<file path="src/rtl/feistel_core_param_if.sv">
// Handshake and data bundle between a Feistel core and its requester.
// The master drives requests and the slave (the core) returns status and results.
interface feistel_core_param_if #(
  parameter int WIDTH = 128
);
  logic             start;
  logic             mode;
  logic [WIDTH-1:0] plaintext;
  logic [WIDTH-1:0] key_in;
  logic             ready;
  logic [4:0]       counter_machine;
  logic [WIDTH-1:0] cirphertext;
  logic             done;

  modport master (
    output start, mode, plaintext, key_in,
    input  ready, counter_machine, cirphertext, done
  );

  modport slave (
    input  start, mode, plaintext, key_in,
    output ready, counter_machine, cirphertext, done
  );
endinterface

</file>
<file path="src/rtl/feistel_core_param.sv">
// Iterative Feistel cipher core: one round per clock, key schedule by key rotation.
// Decryption reuses the same datapath with the round keys applied in reverse order.
module feistel_core_param #(
  parameter int WIDTH  = 128,
  parameter int ROUNDS = 16
) (
  input  logic                 clk,
  input  logic                 rst,
  feistel_core_param_if.slave  bus
);
  localparam int HALF = WIDTH / 2;

  typedef enum logic [1:0] {
    ST_IDLE  = 2'd0,
    ST_ROUND = 2'd1,
    ST_DONE  = 2'd2
  } state_t;

  state_t           state_q, state_d;
  logic [4:0]       cnt_q, cnt_d;
  logic [HALF-1:0]  l_q, l_d;
  logic [HALF-1:0]  r_q, r_d;
  logic [WIDTH-1:0] key_q, key_d;
  logic             mode_q, mode_d;
  logic [WIDTH-1:0] ct_q, ct_d;
  logic             done_q, done_d;
  logic             ready_q, ready_d;
  logic [4:0]       rnd_s;
  logic [HALF-1:0]  f_s;

  // Rotate the full key left by n and keep its low half.
  function automatic logic [HALF-1:0] round_key(input logic [WIDTH-1:0] k, input logic [4:0] n);
    int unsigned s;
    s = 32'(n) % WIDTH;
    return HALF'((k << s) | (k >> (WIDTH - s)));
  endfunction

  // Round function: rotate (R xor K) left by 3 within the half, then add K modulo 2^HALF.
  function automatic logic [HALF-1:0] feistel_f(input logic [HALF-1:0] r, input logic [HALF-1:0] k);
    logic [HALF-1:0] x;
    x = r ^ k;
    return {x[HALF-4:0], x[HALF-1:HALF-3]} + k;
  endfunction

  assign rnd_s = mode_q ? (5'(ROUNDS - 1) - cnt_q) : cnt_q;
  assign f_s   = feistel_f(r_q, round_key(key_q, rnd_s));

  // Next-state and datapath update for the IDLE/ROUND/DONE sequencer.
  always_comb begin
    state_d = state_q;
    cnt_d   = cnt_q;
    l_d     = l_q;
    r_d     = r_q;
    key_d   = key_q;
    mode_d  = mode_q;
    ct_d    = ct_q;
    done_d  = 1'b0;
    ready_d = ready_q;
    case (state_q)
      ST_IDLE, ST_DONE: begin
        if (bus.start && ready_q) begin
          l_d     = bus.plaintext[WIDTH-1:HALF];
          r_d     = bus.plaintext[HALF-1:0];
          key_d   = bus.key_in;
          mode_d  = bus.mode;
          cnt_d   = 5'd0;
          state_d = ST_ROUND;
          ready_d = 1'b0;
        end else begin
          state_d = ST_IDLE;
          ready_d = 1'b1;
        end
      end
      ST_ROUND: begin
        l_d   = r_q;
        r_d   = l_q ^ f_s;
        cnt_d = cnt_q + 5'd1;
        if (cnt_q == 5'(ROUNDS - 1)) begin
          // Halves are swapped back so decryption is the same datapath run in reverse key order.
          ct_d    = {l_q ^ f_s, r_q};
          done_d  = 1'b1;
          state_d = ST_DONE;
          ready_d = 1'b1;
        end else begin
          state_d = ST_ROUND;
          ready_d = 1'b0;
        end
      end
      default: begin
        state_d = ST_IDLE;
        ready_d = 1'b1;
      end
    endcase
  end

  // State register with asynchronous reset to an idle, cleared core.
  always_ff @(posedge clk or posedge rst) begin
    if (rst) begin
      state_q <= ST_IDLE;
      cnt_q   <= 5'd0;
      l_q     <= '0;
      r_q     <= '0;
      key_q   <= '0;
      mode_q  <= 1'b0;
      ct_q    <= '0;
      done_q  <= 1'b0;
      ready_q <= 1'b1;
    end else begin
      state_q <= state_d;
      cnt_q   <= cnt_d;
      l_q     <= l_d;
      r_q     <= r_d;
      key_q   <= key_d;
      mode_q  <= mode_d;
      ct_q    <= ct_d;
      done_q  <= done_d;
      ready_q <= ready_d;
    end
  end

  assign bus.ready           = ready_q;
  assign bus.counter_machine = cnt_q;
  assign bus.cirphertext     = ct_q;
  assign bus.done            = done_q;
endmodule

</file>
<file path="src/flat_wrapper.sv">
// flat-port wrapper written by rule: the top's interface ports become plain ports
module feistel_core_param_flat 
#(
  parameter int WIDTH  = 128,
  parameter int ROUNDS = 16
)
  (clk, rst, bus_start, bus_mode, bus_plaintext, bus_key_in, bus_ready, bus_counter_machine, bus_cirphertext, bus_done);
  feistel_core_param_if #(.WIDTH(WIDTH)) bus_i ();
  input  logic clk;
  input  logic rst;
  input wire logic [$bits(bus_i.start)-1:0] bus_start;
  input wire logic [$bits(bus_i.mode)-1:0] bus_mode;
  input wire logic [$bits(bus_i.plaintext)-1:0] bus_plaintext;
  input wire logic [$bits(bus_i.key_in)-1:0] bus_key_in;
  output wire logic [$bits(bus_i.ready)-1:0] bus_ready;
  output wire logic [$bits(bus_i.counter_machine)-1:0] bus_counter_machine;
  output wire logic [$bits(bus_i.cirphertext)-1:0] bus_cirphertext;
  output wire logic [$bits(bus_i.done)-1:0] bus_done;
  assign bus_i.start = bus_start;
  assign bus_i.mode = bus_mode;
  assign bus_i.plaintext = bus_plaintext;
  assign bus_i.key_in = bus_key_in;
  assign bus_ready = bus_i.ready;
  assign bus_counter_machine = bus_i.counter_machine;
  assign bus_cirphertext = bus_i.cirphertext;
  assign bus_done = bus_i.done;
  feistel_core_param #(.WIDTH(WIDTH), .ROUNDS(ROUNDS)) u_core (.clk(clk), .rst(rst), .bus(bus_i));
endmodule
</file>
<file path="config.mk">
export PLATFORM = sky130hd
export DESIGN_NAME = feistel_core_param_flat
export DESIGN_NICKNAME = d
export VERILOG_FILES = /design/src/rtl/feistel_core_param_if.sv /design/src/rtl/feistel_core_param.sv /design/src/flat_wrapper.sv
export SDC_FILE = /design/constraint.sdc
export NUM_CORES = 1
export LEC_CHECK = 0
export CAP_MARGIN = 20
export CORE_MARGIN = 2
export CORE_UTILIZATION = 40
export DETAILED_ROUTE_END_ITERATION = 10
export SLEW_MARGIN = 20
export SYNTH_ARGS = -nofsm -noshare
export SYNTH_HDL_FRONTEND = slang
export SYNTH_SLANG_ARGS = --single-unit
</file>
<file path="constraint.sdc">
create_clock -name clk -period 26.2 [get_ports clk]
set_input_delay 3.93 -clock clk [delete_from_list [all_inputs] [get_ports clk]]
set_output_delay 3.93 -clock clk [all_outputs]
set_load 0.02 [all_outputs]
</file>
# Word-level counts from Yosys, hierarchy flattened
# Index checks and enable logic that the tools add are counted.
[classes]
add_sub_neg = 4
n_eq_ne = 4
n_reduce_logical = 7
n_shift = 2
bitwise_logic = 3
muxes = 14
[op_table]
columns = ["op", "count"]
rows = [
  ["$pmux 64 s2", 2],
  ["$mux 64", 2],
  ["$shl 128x5->64", 1],
  ["$shr 128x32->64", 1],
  ["$xor 64x64->64", 2],
  ["$add 64x64->64", 1],
  ["$or 64x64->64", 1],
  ["$mux 5", 2],
  ["$pmux 5 s2", 1],
  ["$sub 8x5->9 const A", 1],
  ["$reduce_and 2->1", 3],
  ["$add 5x1->5 const B", 1],
  ["$eq 5x4->1 const B", 1],
  ["$sub 4x5->5 const A", 1],
  ["$mux 1", 4],
  ["$pmux 2 s2", 1],
  ["$eq 2x1->1 const B", 1],
  ["$eq 2x2->1 const B", 1],
  ["$logic_not 2->1", 1],
  ["$mux 2", 1],
  ["$ne 2x1->1 const B", 1],
  ["$pmux 1 s2", 1],
  ["$reduce_bool 2->1", 1],
  ["$reduce_or 2->1", 1],
  ["$logic_and 1x1->1", 1],
]
[word_totals]
regBits = 394
word_cells = 43
inputBits = 260

# Depth between registers and ports, before layout
[logic_depth]
ltp_word = 9
ltp_mapped = 27

# Worst setup path after synthesis
# No wires, ideal clock.
[synth_path]
path_type = "flip-flop to flip-flop"
from = "reg u_core.cnt_q[0] (netlist: u_core.bus.counter_machine[0])"
to = "reg u_core.r_q[50]"
n_path_buf = 5
arrival_time_ns = 5.877
path_stages_with_launch = 25
setup_ns = 0.133
synth_period_minus_slack_ns = 6.011
slack_ns = 20.189
path_cell_list = "dfrtp_1 buf_2 clkbuf_1 xnor2_1 buf_2 buf_2 buf_1 mux2i_1 mux2i_1 o21ai_0 mux2_2 xor2_1 ha_1 fa_1 a21oi_1 o211ai_1 a221oi_2 nor4_1 a211oi_1 o21ai_0 a211o_1 a41oi_1 o2111ai_1 xnor2_1 o21ai_0"
[synth_between]
elab_chain_len = 9
word_cells_on_any_way = 10
[synth_rtl]
columns = ["item", "line", "source"]
rows = [
  ["start, declared", "feistel_core_param.sv:20", "logic [4:0] cnt_q, cnt_d;"],
  ["start signal, assigned", "feistel_core_param.sv:110", "cnt_q <= cnt_d;"],
  ["$sub 4x5->5", "feistel_core_param.sv:45", "assign rnd_s = mode_q ? (5'(ROUNDS - 1) - cnt_q) : cnt_q;"],
  ["$mux 5 *", "feistel_core_param.sv:45", ""],
  ["$sub 8x5->9", "feistel_core_param.sv:35", "return HALF'((k << s) | (k >> (WIDTH - s)));"],
  ["$shr 128x32->64", "feistel_core_param.sv:35", ""],
  ["$or 64x64->64 *", "feistel_core_param.sv:35", ""],
  ["$xor 64x64->64", "feistel_core_param.sv:41", "x = r ^ k;"],
  ["$add 64x64->64 *", "feistel_core_param.sv:42", "return {x[HALF-4:0], x[HALF-1:HALF-3]} + k;"],
  ["$xor 64x64->64 *", "feistel_core_param.sv:76", "r_d = l_q ^ f_s;"],
  ["$pmux 64 s2 *", "feistel_core_param.sv:59", "case (state_q)"],
  ["end signal, assigned", "feistel_core_param.sv:112", "r_q <= r_d;"],
  ["end, declared", "feistel_core_param.sv:22", "logic [HALF-1:0] r_q, r_d;"],
]
# Every way passes the cells marked *; elsewhere a longest branch is shown, timed or not.
# A chain may end at the register's enable or synchronous reset.

# Worst setup path after layout
[layout_path]
from = "reg u_core.cnt_q[0] (netlist: u_core.bus.counter_machine[0])"
to = "reg u_core.ct_q[114] (netlist: u_core.bus.cirphertext[114])"
[layout_between]
elab_chain_len = 8
word_cells_on_any_way = 11
[layout_rtl]
columns = ["item", "line", "source"]
rows = [
  ["$sub 4x5->5", "feistel_core_param.sv:45", ""],
  ["$mux 5", "feistel_core_param.sv:45", ""],
  ["$sub 8x5->9", "feistel_core_param.sv:35", ""],
  ["$shr 128x32->64", "feistel_core_param.sv:35", ""],
  ["$or 64x64->64", "feistel_core_param.sv:35", ""],
  ["$xor 64x64->64", "feistel_core_param.sv:41", ""],
  ["$add 64x64->64", "feistel_core_param.sv:42", ""],
  ["$xor 64x64->64", "feistel_core_param.sv:80", "ct_d = {l_q ^ f_s, r_q};"],
  ["end signal, assigned", "feistel_core_param.sv:115", "ct_q <= ct_d;"],
  ["end, declared", "feistel_core_param.sv:25", "logic [WIDTH-1:0] ct_q, ct_d;"],
]
# Parallel ways exist; a longest one is shown, timed or not.

==> metrics.md <==
| Metric | Value |
|---|---|
| Synthesized area | 23400 sq um |
| Post-CTS Resized | 0 |
| Most common cell after layout, fill and taps aside | nand2_1 |
| Hold path start | u_core.bus.cirphertext[61]$_DFFE_PP0P_ |
| Xor/xnor cell area share of the yosys netlist | 7.56% |
| Initial Util | 40.5% |
| Hold-critical path depth | 2 |
| Mapped Nets | 3104 |
| Clock skew | 0.0196 ns |
| Final worst path period share | 31.0% |
| Clk_lat worst skew | 0.58 ns |
| Post-synthesis compound-gate area fraction | 15.6% |
| Largest net degree at the start of global routing | 108 |
| Reg2reg path depth | 21 |
| Placed cell area | 27600 sq um |
| Setup TNS Final | 0 ns |
| Worst path depth | 21 |
| Top FF cell, synth | dfrtp_1 |
| Clock Sinks | 362 |
| # hold bufs at CTS | 0 |
| Layout area overhead | 24.3% |
| RSZ-0062 raised after global routing | false |
| Required time of the critical path | 26.62 ns |
| Ys Warns | 0 |
| Critical path buffers and inverters | 1 |
| CTS Buffer Depth | 3 |
| H-tree levels | 2 |
| Port bufs | 362 |
| Worst setup SP type | flip-flop |
| Via/cell ratio | 5.54 |
| Dominant delay contributor by cell family on the critical path | compound AO/OA/AOI/OAI gates |
| Slowest cell delay on critical path | 0.85 ns |
| CTS Buf Count | 40 |
| Final count of pins violating max slew | 0 |
| FFs w/ async S/R, synth | 100% |
| Largest family of logic cells by synthesized area | simple AND/OR/NAND/NOR gates |
| Yosys cell types | 61 |
| Crit-path cells | xor2_4 -> buf_4 -> mux2i_1 -> mux2i_1 -> mux2i_1 -> mux2i_1 -> mux2_2 -> xor2_1 -> ha_1 -> fa_1 -> a21oi_1 -> o211ai_1 -> a221oi_2 -> nor4_1 -> a211oi_1 -> o21ai_0 -> a211o_1 -> a41oi_1 -> o2111ai_1 -> xnor2_1 -> o21ai_0 |
| Worst Setup EP | u_core.bus.cirphertext[114]$_DFFE_PP0P_ |
| EDFF count, synth | 0 |
| Post-Syn Area per Cell | 8.42 sq um |
| Count of state elements after synthesis | 362 |
| Worst Path Arrival | 8.53 ns |
| Fill cell count | 5540 |
| GRT Util Overall | 26.8% |
| Synth Area in Simple Gates | 17.9% |
| DP Wirelength | 61.2 mm |
| Min Tclk post-route | 8.11 ns |
| Tightest Hold Check Type | reg -> reg |
| Max Cap Violations | 0 |
| RR Endpoint | u_core.bus.cirphertext[114]$_DFFE_PP0P_ |
| Final GP Congestion | 0.961 |
| First-pass GRT wire length | 126 mm |
| Worst path slowest cell | dfrtp_1 |
| Die width | 246 microns |
| Fin util | 50.3% |
| Vias | 21228 |
| Die height | 246 microns |
| Worst slew pin tran | 1.12 ns |
| Initial antenna violation count | 3 |
| Seq/Total Area, Yosys | 38.7% |
| Worst Path Max Fanout | 45 |
| CP Capture Type | flip-flop |
| Avg WL per Cell | 21.3 microns |
| Nets@finish | 3355 |
| Non-Filler Cell Area, Final | 29100 sq um |
| Remaining antenna violation count after routing | 0 |
| Routed WL | 81.7 mm |
| First-iteration detailed-routing DRC count | 1452 |
| Status | complete, no violations |
| CTS tree | done |
| First-pass DRT Iterations | 5 |
| Layout cells sized above 1 | 5.75% |
| Area share of fa/ha/maj cells after synthesis | 3.51% |
| Final Hold Viols | 0 |
| Multiplexer area fraction after synthesis | 13.1% |
| Crit Path Class | reg -> reg |
| Gr ovfl total | 0 |
| Slew HR | 25.4% |
| Core footprint | 57800 sq um |
| Setup-failing EPs final | 0 |
| Post-CTS setup buffers | 0 |
| Number of remaining DRC errors | 0 |
| Root Driver | clkbuf_16 |
| Most frequent cells in the layout | nand2_1, clkdlybuf4s50_1, dfrtp_1, mux2i_1, nor2_1 |
| Post-Synthesis Cells | 2779 |
| Fmax | 123 MHz |
| Die footprint | 60400 sq um |
| R2R Setup Slk | 18.09 ns |
| Critical path origin | u_core.bus.counter_machine[0]$_DFFE_PP0P_ |
| Reg clk slew, reported paths | 0.06 ns |
| Total I/O pin count | 395 |
| RR Startpoint | u_core.bus.counter_machine[0]$_DFFE_PP0P_ |
| FP Rows | 88 |
| Vias in the first global route | 21137 |
| Most frequent CP cell | mux2i_1 |
flip-flops by register name (all words and copies together) (netlist names):
name	cells
u_core.mode_q	1
u_core.bus.ready	1
u_core.l_q	64
u_core.key_q	96
u_core.bus.done	1
u_core.bus.counter_machine	5
u_core.r_q	64
u_core.bus.cirphertext	128
u_core.state_q	2
worst reg2reg max path, cell delays in order, from the launching register on:
cell       delay, ns
dfrtp_1         0.85
xor2_4          0.47
buf_4           0.64
mux2i_1         0.52
mux2i_1         0.26
mux2i_1         0.30
mux2i_1         0.13
mux2_2          0.35
xor2_1          0.20
ha_1            0.27
fa_1            0.48
a21oi_1         0.31
o211ai_1        0.21
a221oi_2        0.58
nor4_1          0.16
a211oi_1        0.44
o21ai_0         0.25
a211o_1         0.37
a41oi_1         0.52
o2111ai_1       0.25
xnor2_1         0.27
o21ai_0         0.13
worst min-delay path by stage:
stage / end / slack [ns]
6_report: u_core.bus.cirphertext[61]$_DFFE_PP0P_ / 0.47
3_5_place_dp: u_core.bus.cirphertext[61]$_DFFE_PP0P_ / 0.46
4_1_cts: u_core.bus.cirphertext[61]$_DFFE_PP0P_ / 0.48
3_3_place_gp: u_core.bus.cirphertext[8]$_DFFE_PP0P_ / 0.46
2_1_floorplan: u_core.key_q[63]$_DFFE_PP0P_ / 0.45
5_1_grt: u_core.bus.cirphertext[5]$_DFFE_PP0P_ / 0.50
stage by stage:
step | instances | hold slack (ns) | setup WS [ns]
after detailed placement | 3752 | 0.462 | 17.71
final | 3829 | 0.473 | 18.09
after CTS | 3825 | 0.477 | 17.66
after floorplan | 2779 | 0.446 | 12.22
after global placement | 3752 | 0.461 | 17.77
after global routing | 3829 | 0.496 | 17.70
synthesized netlist by cell type (all sizes together), types with 2 or more instances:
| library cell | count | area share [%] |
|---|---|---|
| nand2 | 739 | 12 |
| dfrtp | 361 | 39 |
| mux2i | 236 | 10 |
| nor2 | 207 | 3.3 |
| o21ai | 175 | 3.7 |
| a21oi | 143 | 3.1 |
| clkbuf | 138 | 2.2 |
| xnor2 | 104 | 3.9 |
| xor2 | 97 | 3.7 |
| o22ai | 85 | 2.3 |
| ha | 64 | 3.4 |
| a22oi | 50 | 1.6 |
| buf | 48 | 0.93 |
| mux2 | 35 | 1.7 |
| inv | 30 | 0.48 |
| nand3 | 28 | 0.60 |
| a31oi | 24 | 0.64 |
| a21o | 23 | 0.74 |
| a211oi | 21 | 0.67 |
| and3 | 18 | 0.48 |
| nand4 | 18 | 0.48 |
| o211ai | 16 | 0.51 |
| mux4 | 14 | 1.3 |
| o21bai | 14 | 0.45 |
| nor3 | 11 | 0.24 |
| o21a | 9 | 0.29 |
| and2 | 8 | 0.21 |
| nor2b | 7 | 0.19 |
| o41ai | 6 | 0.32 |
| a221oi | 5 | 0.21 |
| nand2b | 4 | 0.11 |
| o31ai | 4 | 0.13 |
| or3 | 4 | 0.13 |
| a21boi | 3 | 0.096 |
| a221o | 3 | 0.13 |
| a41oi | 3 | 0.11 |
| nor4 | 3 | 0.080 |
| a311o | 2 | 0.086 |
| a311oi | 2 | 0.075 |
| and4 | 2 | 0.075 |
| o2111ai | 2 | 0.075 |
| o221ai | 2 | 0.10 |
| o311a | 2 | 0.086 |
cells by family (layout without fill, tap and decap cells):
group	Yosys count	count (layout)
AND/OR/NAND/NOR	1052	1052
AO/OA/AOI/OAI	598	598
flip-flops	362	362
multiplexers	285	285
buffers and inverters	216	498
XOR/XNOR	201	201
adder cells (fa/ha/maj)	65	65
other	0	3
routing by layer:
layer  track usage [%]  up-vias  share of wire [%]
met2              43.9      635                 47
met3              3.25      103                5.1
li1                  -    10111                  -
met1              36.8    10379                 45
met5                 0        -                  0
met4              8.54        0                2.9
area by class of cell:
type	count	area (sq um)	area share, %
clock inverters	21	279	0.960
inverters	30	120	0.413
flip-flops and latches	362	9060	31.2
repair buffers	395	3900	13.4
diodes	3	7.51	0.0258
clock buffers	52	1140	3.91
well taps	765	957	3.29
multi-input cells	2201	13600	46.8
Power is not shown: default switching activity piles up to over one toggle a cycle in this logic, so the estimate is an artifact.
